### config.mk
export PLATFORM = sky130hd
export DESIGN_NAME = ifid_hazard_stage
export DESIGN_NICKNAME = d
export VERILOG_FILES = /design/src/rtl/ifid_hazard_stage_pkg.sv /design/src/rtl/ifid_hazard_stage_sat_counter.sv /design/src/rtl/ifid_hazard_stage.sv
export SDC_FILE = /design/constraint.sdc
export NUM_CORES = 1
export LEC_CHECK = 0
export ABC_AREA = 1
export CAP_MARGIN = 30
export CORE_ASPECT_RATIO = 0.8
export CORE_MARGIN = 2
export CORE_UTILIZATION = 60
export DETAILED_ROUTE_END_ITERATION = 16
export DONT_BUFFER_PORTS = 1
export GPL_ROUTABILITY_DRIVEN = 0
export GPL_TIMING_DRIVEN = 0
export HOLD_SLACK_MARGIN = 0.06
export MAX_ROUTING_LAYER = met4
export PLACE_DENSITY = 0.84
export REMOVE_ABC_BUFFERS = 1
export SKIP_LAST_GASP = 1
export SLEW_MARGIN = 0
export SYNTH_ARGS = -nofsm -noshare
export SYNTH_HDL_FRONTEND = slang
export SYNTH_HIERARCHICAL = 1
export SYNTH_SLANG_ARGS = --single-unit
### constraint.sdc
create_clock -name clk -period 2.6 [get_ports clk]
set_input_delay 0.13 -clock clk [delete_from_list [all_inputs] [get_ports clk]]
set_output_delay 0.13 -clock clk [all_outputs]
set_load 0.01 [all_outputs]
### src/rtl/ifid_hazard_stage_pkg.sv
// Shared definitions for the IF/ID register and hazard sequencer.
package ifid_hazard_stage_pkg;

   localparam logic [31:0] NOP_INSTR = 32'h0000_0013;   // addi x0,x0,0

   localparam logic [6:0] OP_R     = 7'b0110011;
   localparam logic [6:0] OP_I     = 7'b0010011;
   localparam logic [6:0] OP_LOAD  = 7'b0000011;
   localparam logic [6:0] OP_S     = 7'b0100011;
   localparam logic [6:0] OP_B     = 7'b1100011;
   localparam logic [6:0] OP_JAL   = 7'b1101111;
   localparam logic [6:0] OP_JALR  = 7'b1100111;
   localparam logic [6:0] OP_LUI   = 7'b0110111;
   localparam logic [6:0] OP_AUIPC = 7'b0010111;
   localparam logic [6:0] OP_SYS   = 7'b1110011;

   // Sequencer states
   localparam logic [0:0] ST_RUN    = 1'b0;
   localparam logic [0:0] ST_SQUASH = 1'b1;

   // Squash countdown width; covers IMEM_LATENCY-1 up to 6
   localparam int unsigned SQ_W = 3;

   // Opcodes that carry no rs1 operand
   function automatic logic uses_rs1(input logic [6:0] op);
      return !((op == OP_LUI) || (op == OP_AUIPC) || (op == OP_JAL));
   endfunction

   // Only register-register, store and branch read rs2
   function automatic logic uses_rs2(input logic [6:0] op);
      return (op == OP_R) || (op == OP_S) || (op == OP_B);
   endfunction

endpackage

### src/rtl/ifid_hazard_stage_sat_counter.sv
// Saturating up-counter with enable; holds at all-ones instead of wrapping.
module sat_counter #(
   parameter int unsigned WIDTH = 32
) (
   input  logic             clk,
   input  logic             rst,
   input  logic             en,
   output logic [WIDTH-1:0] count
);

   logic [WIDTH-1:0] cnt_q;
   logic [WIDTH-1:0] cnt_d;

   // Next count: increment when enabled and not yet saturated
   always_comb begin
      cnt_d = cnt_q;
      if (en && (cnt_q != {WIDTH{1'b1}})) begin
         cnt_d = cnt_q + WIDTH'(1);
      end
   end

   // Count register
   always_ff @(posedge clk or posedge rst) begin
      if (rst) begin
         cnt_q <= '0;
      end else begin
         cnt_q <= cnt_d;
      end
   end

   assign count = cnt_q;

endmodule

### src/rtl/ifid_hazard_stage.sv
// IF/ID pipeline register with load-use stall and redirect squash sequencing.
module ifid_hazard_stage
   import ifid_hazard_stage_pkg::*;
#(
   parameter int unsigned DATA_WIDTH   = 32,
   parameter int unsigned IMEM_LATENCY = 1,
   parameter int unsigned CNT_WIDTH    = 32
) (
   input  logic                  clk,
   input  logic                  rst,
   input  logic [DATA_WIDTH-1:0] instr_f,
   input  logic [DATA_WIDTH-1:0] pc_f,
   input  logic                  ex_memread,
   input  logic [4:0]            ex_rd,
   input  logic                  redirect_e,
   output logic [DATA_WIDTH-1:0] instr_d,
   output logic [DATA_WIDTH-1:0] pc_d,
   output logic                  valid_d,
   output logic                  stall,
   output logic                  stall_f,
   output logic                  flush_e,
   output logic [CNT_WIDTH-1:0]  stall_cnt,
   output logic [CNT_WIDTH-1:0]  flush_cnt
);

   localparam logic [SQ_W-1:0] SQ_RELOAD = SQ_W'(IMEM_LATENCY - 1);

   logic [DATA_WIDTH-1:0] dec_instr_q, dec_instr_d;
   logic [DATA_WIDTH-1:0] dec_pc_q,    dec_pc_d;
   logic                  dec_valid_q, dec_valid_d;
   logic [0:0]            state_q,     state_d;
   logic [SQ_W-1:0]       sq_cnt_q,    sq_cnt_d;

   logic [6:0] opcode;
   logic [4:0] rs1, rs2;
   logic       hz;
   logic       flush_inc;

   // Load-use detection against the instruction sitting in decode
   always_comb begin
      opcode = dec_instr_q[6:0];
      rs1    = dec_instr_q[19:15];
      rs2    = dec_instr_q[24:20];
      hz     = dec_valid_q && ex_memread && (ex_rd != 5'd0) &&
               ((uses_rs1(opcode) && (ex_rd == rs1)) ||
                (uses_rs2(opcode) && (ex_rd == rs2)));
   end

   // Control outputs; a redirect overrides the stall since the stalled slot dies anyway
   assign stall_f = hz && !redirect_e;
   assign flush_e = hz || redirect_e;
   assign stall   = !dec_valid_q || (hz && !redirect_e);

   // Sequencer next state: redirect > hazard hold > normal advance
   always_comb begin
      dec_instr_d = dec_instr_q;
      dec_pc_d    = dec_pc_q;
      dec_valid_d = dec_valid_q;
      state_d     = state_q;
      sq_cnt_d    = sq_cnt_q;
      flush_inc   = 1'b0;

      case (state_q)
         ST_RUN: begin
            if (redirect_e) begin
               dec_instr_d = DATA_WIDTH'(NOP_INSTR);
               dec_valid_d = 1'b0;
               flush_inc   = 1'b1;
               if (IMEM_LATENCY > 1) begin
                  state_d  = ST_SQUASH;
                  sq_cnt_d = SQ_RELOAD;
               end
            end else if (!hz) begin
               dec_instr_d = instr_f;
               dec_pc_d    = pc_f;
               dec_valid_d = 1'b1;
            end
         end
         ST_SQUASH: begin
            dec_instr_d = DATA_WIDTH'(NOP_INSTR);
            dec_valid_d = 1'b0;
            flush_inc   = 1'b1;
            if (redirect_e) begin
               sq_cnt_d = SQ_RELOAD;
            end else begin
               sq_cnt_d = sq_cnt_q - SQ_W'(1);
               if (sq_cnt_q == SQ_W'(1)) begin
                  state_d = ST_RUN;
               end
            end
         end
         default: begin
            state_d = ST_RUN;
         end
      endcase
   end

   // Pipeline and sequencer registers
   always_ff @(posedge clk or posedge rst) begin
      if (rst) begin
         dec_instr_q <= DATA_WIDTH'(NOP_INSTR);
         dec_pc_q    <= '0;
         dec_valid_q <= 1'b0;
         state_q     <= ST_RUN;
         sq_cnt_q    <= '0;
      end else begin
         dec_instr_q <= dec_instr_d;
         dec_pc_q    <= dec_pc_d;
         dec_valid_q <= dec_valid_d;
         state_q     <= state_d;
         sq_cnt_q    <= sq_cnt_d;
      end
   end

   assign instr_d = dec_instr_q;
   assign pc_d    = dec_pc_q;
   assign valid_d = dec_valid_q;

   sat_counter #(.WIDTH(CNT_WIDTH)) u_stall_cnt (
      .clk   (clk),
      .rst   (rst),
      .en    (stall_f),
      .count (stall_cnt)
   );

   sat_counter #(.WIDTH(CNT_WIDTH)) u_flush_cnt (
      .clk   (clk),
      .rst   (rst),
      .en    (flush_inc),
      .count (flush_cnt)
   );

endmodule

* Word-level counts from Yosys, hierarchy flattened
Index checks and enable logic that the tools add are counted.
Word-level totals: register bits after elaboration 133, latch bits 0, RAM bits 0, ROM bits 0, input port bits 73, output and inout bits 132, memories kept 0
Cells by class: add/subtract/negate cells 3, multiply operators 0, div/mod/pow operators 0, $lt $le $gt $ge 0, equality and inequality tests 12, shift-type cells 0, mux-type cells 12, bitwise operators 3, reduce and logical (&&, ||, !) cells 20
Operator list (number):
- 32-bit by 1-bit adder with 32-bit output, second input constant | 2
- 32-bit 2-to-1 mux | 2
- 32-bit != test, second input constant | 2
- 32-bit one-hot mux with 2 select lines | 1
- 7-bit by 6-bit == test with 1-bit output, second input constant | 3
- 7-bit == test, second input constant | 2
- 5-bit == test | 2
- 1-bit logical AND | 8
- 7-bit by 5-bit == test with 1-bit output, second input constant | 1
- 1-bit logical OR | 7
- 1-bit 2-to-1 mux | 6
- 5-bit nonzero test | 1
- 1-bit one-hot mux with 2 select lines | 2
- 3-bit by 1-bit == test with 1-bit output, second input constant | 1
- 1-bit logical NOT | 3
- 3-bit 2-to-1 mux | 1
- 3-bit != test, second input constant | 1
- 1-bit inverter | 3
- 3-bit AND reduction | 1
- 3-bit by 1-bit subtractor with 3-bit output, second input constant | 1

* Depth between registers and ports, before layout
depth after elaboration 10, depth in mapped cells 17, gate-level depth less buffers 14

* Cells and area by module
Netlist, hierarchy kept.
By module, submodules not included:
- sat_counter | times used 2, cells each 361, area an instance 2257.2 um^2
- ifid_hazard_stage | times used 1, cells each 381, area an instance 3185.6 um^2

* Worst setup path before layout
Ideal clock, no wire load.
path type register -> register, start point register dec_instr_q[4], in the netlist instr_d[4], end point register u_stall_cnt.cnt_q[10], in the netlist u_stall_cnt/count[10], library setup time 65 ps, arrival time 2412 ps, data required time 2535 ps, setup slack 123 ps, stages on the path, launching flop included 17, period minus slack after synthesis 2477 ps, cell sequence dfstp_2 nand2_1 inv_1 nor2_1 nand3_1 nand2_1 o21ai_2 nand2_1 buf_4 buf_6 nor2_1 inv_1 a21oi_1 buf_6 buf_6 nand2_1 nand2_1
On the way: longest elaborated chain between the ends 9, elaborated cells on any way between the ends 17, those cells by class eq/ne: 6; reduce/logical: 11
RTL lines:
- start, declared | RTL line ifid_hazard_stage.sv:28 | logic [DATA_WIDTH-1:0] dec_instr_q, dec_instr_d;
- start signal, assigned | RTL line ifid_hazard_stage.sv:101 | dec_instr_q <= DATA_WIDTH'(NOP_INSTR);
- start signal, assigned | RTL line ifid_hazard_stage.sv:107 | dec_instr_q <= dec_instr_d;
- 7-bit by 6-bit == test with 1-bit output or 7-bit by 5-bit == test with 1-bit output (tied branches) | RTL line ifid_hazard_stage_pkg.sv:26 | return !((op == OP_LUI) || (op == OP_AUIPC) || (op == OP_JAL));
- 1-bit logical OR (2 in a row) | RTL line ifid_hazard_stage_pkg.sv:26
- 1-bit logical NOT | RTL line ifid_hazard_stage_pkg.sv:26
- 1-bit logical AND | RTL line ifid_hazard_stage.sv:45 | ((uses_rs1(opcode) && (ex_rd == rs1)) ||
- 1-bit logical OR * | RTL line ifid_hazard_stage.sv:45
- 1-bit logical AND * | RTL line ifid_hazard_stage.sv:44 | hz = dec_valid_q && ex_memread && (ex_rd != 5'd0) &&
- 1-bit logical AND * | RTL line ifid_hazard_stage.sv:50 | assign stall_f = hz && !redirect_e;
- via stall_f | RTL line ifid_hazard_stage.sv:20 | output logic stall_f,
- 1-bit logical AND * | RTL line ifid_hazard_stage_sat_counter.sv:17 | if (en && (cnt_q != {WIDTH{1'b1}})) begin
- end signal, assigned | RTL line ifid_hazard_stage_sat_counter.sv:27 | cnt_q <= cnt_d;
- end, declared | RTL line ifid_hazard_stage_sat_counter.sv:11 | logic [WIDTH-1:0] cnt_q;
Mark *: on every way through the listed nets, which the timed path passes. The rest lies on a longest branch. A chain may end at the register's enable or synchronous reset.

* Worst setup path after layout
start point register dec_valid_q, in the netlist valid_d, end point register dec_pc_q[10], in the netlist pc_d[10]
On the way: longest elaborated chain between the ends 5
RTL lines:
- start, declared | RTL line ifid_hazard_stage.sv:30 | logic dec_valid_q, dec_valid_d;
- start signal, assigned | RTL line ifid_hazard_stage.sv:109 | dec_valid_q <= dec_valid_d;
- 1-bit logical AND (3 in a row) | RTL line ifid_hazard_stage.sv:44
- 1-bit inverter (no source line)
- 3-bit AND reduction (no source line)
- end signal, assigned | RTL line ifid_hazard_stage.sv:108 | dec_pc_q <= dec_pc_d;
- end, declared | RTL line ifid_hazard_stage.sv:29 | logic [DATA_WIDTH-1:0] dec_pc_q, dec_pc_d;
Every way passes these cells.

==> run summary <==
Clk sinks -> 133
Req. time, crit path -> 2.90 ns
Final number of hold-violating endpoints -> 0
Tot GR Track Use -> 31.8%
Via Count -> 7532
Crit end category -> flip-flop
Reg2reg path depth -> 6
Leak -> 0.00458 uW
Nets -> 1243
Mapped Cells -> 1103
Worst setup SP type -> flip-flop
Die Y -> 105 um
Fin Clk Skew -> 0.0113 ns
Share of layout cells above drive strength 1 -> 7.55%
CTS Buffer Depth -> 2
Sequential-to-total area share from yosys stat -> 43.3%
Fmax -> 0.402 GHz
Via-to-Cell Ratio -> 5.57
Synthesized flop and latch total -> 133
RSZ-0062 raised after global routing -> true
Clk slew on worst S/H paths -> 0.07 ns
Root buffer cell -> clkbuf_16
CP Cell Sequence -> nand3_1 -> clkinv_2 -> nand2_8 -> nand2_1 -> nand2_1 -> nand2_1
Count leader, synth -> nand2_1
CP max stage delay -> 0.64 ns
CP dominant cell by count -> nand2_1
Endpoints failing setup -> 0
Clk Latency, worst-skew pair -> 0.42 ns
HP Class -> primary input to flip-flop
VDD IR max -> 0.461 mV
EDFF count, synth -> 0
Routed WL -> 21.7 mm
First-pass GRT wire length -> 34.0 mm
DP Worst Slack -> -1.48 ns
Max-Cap Viols -> 0
Count of TritonRoute iterations in the first routing pass -> 5
Status -> complete, no violations
IO buf count -> 0
Cts bufs inserted -> 17
Largest net degree at the start of global routing -> 70
Avg Cell Area, Syn -> 6.98 sq um
Post-synth top cells -> 526 x nand2_1, 130 x dfrtp_1, 115 x nor2_1, 96 x nand3_1, 77 x inv_1
Worst slew margin -> 30.2%
CTS tree -> built
Drt wl/cell -> 16.0 um
Async SR Flop Fraction -> 100%
Minimum clock period -> 2.49 ns
WP data arrival -> 2.79 ns
Synth warnings -> 6
Cell Rows -> 36
Synth area leader -> dfrtp_1
Initial DRC count -> 683
PD cells -> 639 nW/um^2
Synth top area share -> 42.2%
Min-delay src -> ex_rd[2]
Dpl hpwl -> 14.0 mm
Slew Limit Fails -> 0
Synthesized area -> 7700 sq um
Synth area leaders -> dfrtp_1 42%, nand2_1 26%, nand3_1 6.2%, nor2_1 5.6%, inv_1 3.8%
Crit-path max FO -> 35
Core area -> 12300 sq um
Die area -> 13800 sq um
H-tree Lvls -> 4
Worst-Margin Slew -> 1.04 ns
Initial Util -> 62.4%
Ys flop type -> dfrtp_1
GRT overflow -> 0
Final worst slack -> 0.115 ns
PnR Total Power -> 5890 uW
Worst Hold Depth -> 6
RR Endpoint -> pc_d[10]
Post-synthesis cell type count -> 30
Number of global-route vias before repair -> 7061
Crit share post-route -> 95.6%
Hold slack -> 0.236 ns
Area grow syn2layout -> 19.7%
Reg2Reg Setup Slack -> 0.11 ns
Post-DRT Antenna Nets -> 0
Die X -> 131 um
Filler instances -> 925
# IOs -> 205
Worst Hold Endpoint -> pc_d[15]
Antenna violations before repair -> 0
Critical path class -> flip-flop to flip-flop
Worst r2r src -> valid_d
Slowest CP cell -> nand2_1
DRC -> 0
cell families (layout without fill, tap and decap cells):
| family | after synthesis | in the layout | synth area share, % |
|---|---|---|---|
| other | 0 | 2 | 0 |
| xor gates and xnor gates | 28 | 28 | 3.18 |
| AOI/OAI and AO/OA | 14 | 14 | 0.991 |
| buffers and inverters | 120 | 195 | 7.86 |
| and+or+nand+nor | 804 | 805 | 44.0 |
| DFF | 133 | 133 | 43.3 |
| adders and majority gates | 4 | 4 | 0.650 |
stage by stage:
step	area [sq um]	util [%]	TNS (ns)	cells
2_1_floorplan	7400	-	-256.71	1064
3_3_place_gp	7610	61.7	-497.96	1235
3_5_place_dp	7790	63.1	-66.18	1243
4_1_cts	9100	73.7	0	1343
5_1_grt	9210	74.6	-0.0550	1350
6_report	9220	74.7	0	1352
where the power goes:
| group | switching, uW | internal, uW |
|---|---|---|
| Sequential | 368 | 2310 |
| Clock | 979 | 1390 |
| Combinational | 517 | 317 |
critical path, delay by kind of cell (launching register included):
kind	cells	cell delay, ns
buffers and inverters	1	0.47
flip-flops	1	0.43
AND/OR/NAND/NOR	5	1.44
repair_timing:
item / in CTS / in global routing
endpoints found under the hold margin: 163 / 0
setup buffers: 2 / 4
pin swaps: 1 / 1
setup endpoints to repair: 96 / 66
resized for setup: 6 / 3
cloned: 0 / 3
hold buffers: 66 / 0
how the worst max path moves through the flow:
stage                 from               endpoint  cells after the start
6_report           valid_d               pc_d[10]                      6
5_1_grt         instr_d[0]   u_stall_cnt/count[7]                     15
4_1_cts         instr_d[0]  u_stall_cnt/count[14]                     14
3_5_place_dp   instr_d[15]   u_stall_cnt/count[2]                     14
3_3_place_gp       state_q               pc_d[10]                      4
2_1_floorplan      state_q                pc_d[0]                      4
flip-flops by register name (all words and copies together) (netlist names):
register	count
instr_d	32
pc_d	32
u_flush_cnt/count	32
valid_d	1
u_stall_cnt/count	32
sq_cnt_q	3
state_q	1
cell type report:
type / count / area [sq um] / area share, %
clock buffer: 19 / 453 / 4.91
clock inverter: 13 / 134 / 1.45
tap: 171 / 214 / 2.32
inverter: 81 / 308 / 3.34
multi-input combinational: 851 / 3830 / 41.6
sequential: 133 / 3330 / 36.2
antenna: 2 / 5.00 / 0.0543
timing repair buffer: 82 / 941 / 10.2
layer usage:
layer | wire (um) | GRT usage [%] | vias up
li1 | - | - | 3547
met1 | 8620 | 39.8 | 3543
met2 | 10400 | 48.2 | 379
met3 | 2020 | 8.83 | 63
met4 | 680 | 14.1 | 0
met5 | 0 | - | -
cell usage in the layout (no fill, tap or decap), types with 14 or more instances in the layout:
cell / netlist / routed
nor2_1: 115 / 112
inv_1: 77 / 75
dfrtp_1: 130 / 130
nand2_1: 526 / 525
dlygate4sd3_1: 0 / 66
nand4_1: 35 / 35
xnor2_1: 14 / 14
nand3_1: 96 / 96
clkbuf_16: 0 / 19
xor2_1: 14 / 14
Power figures use the tool's default switching activity.
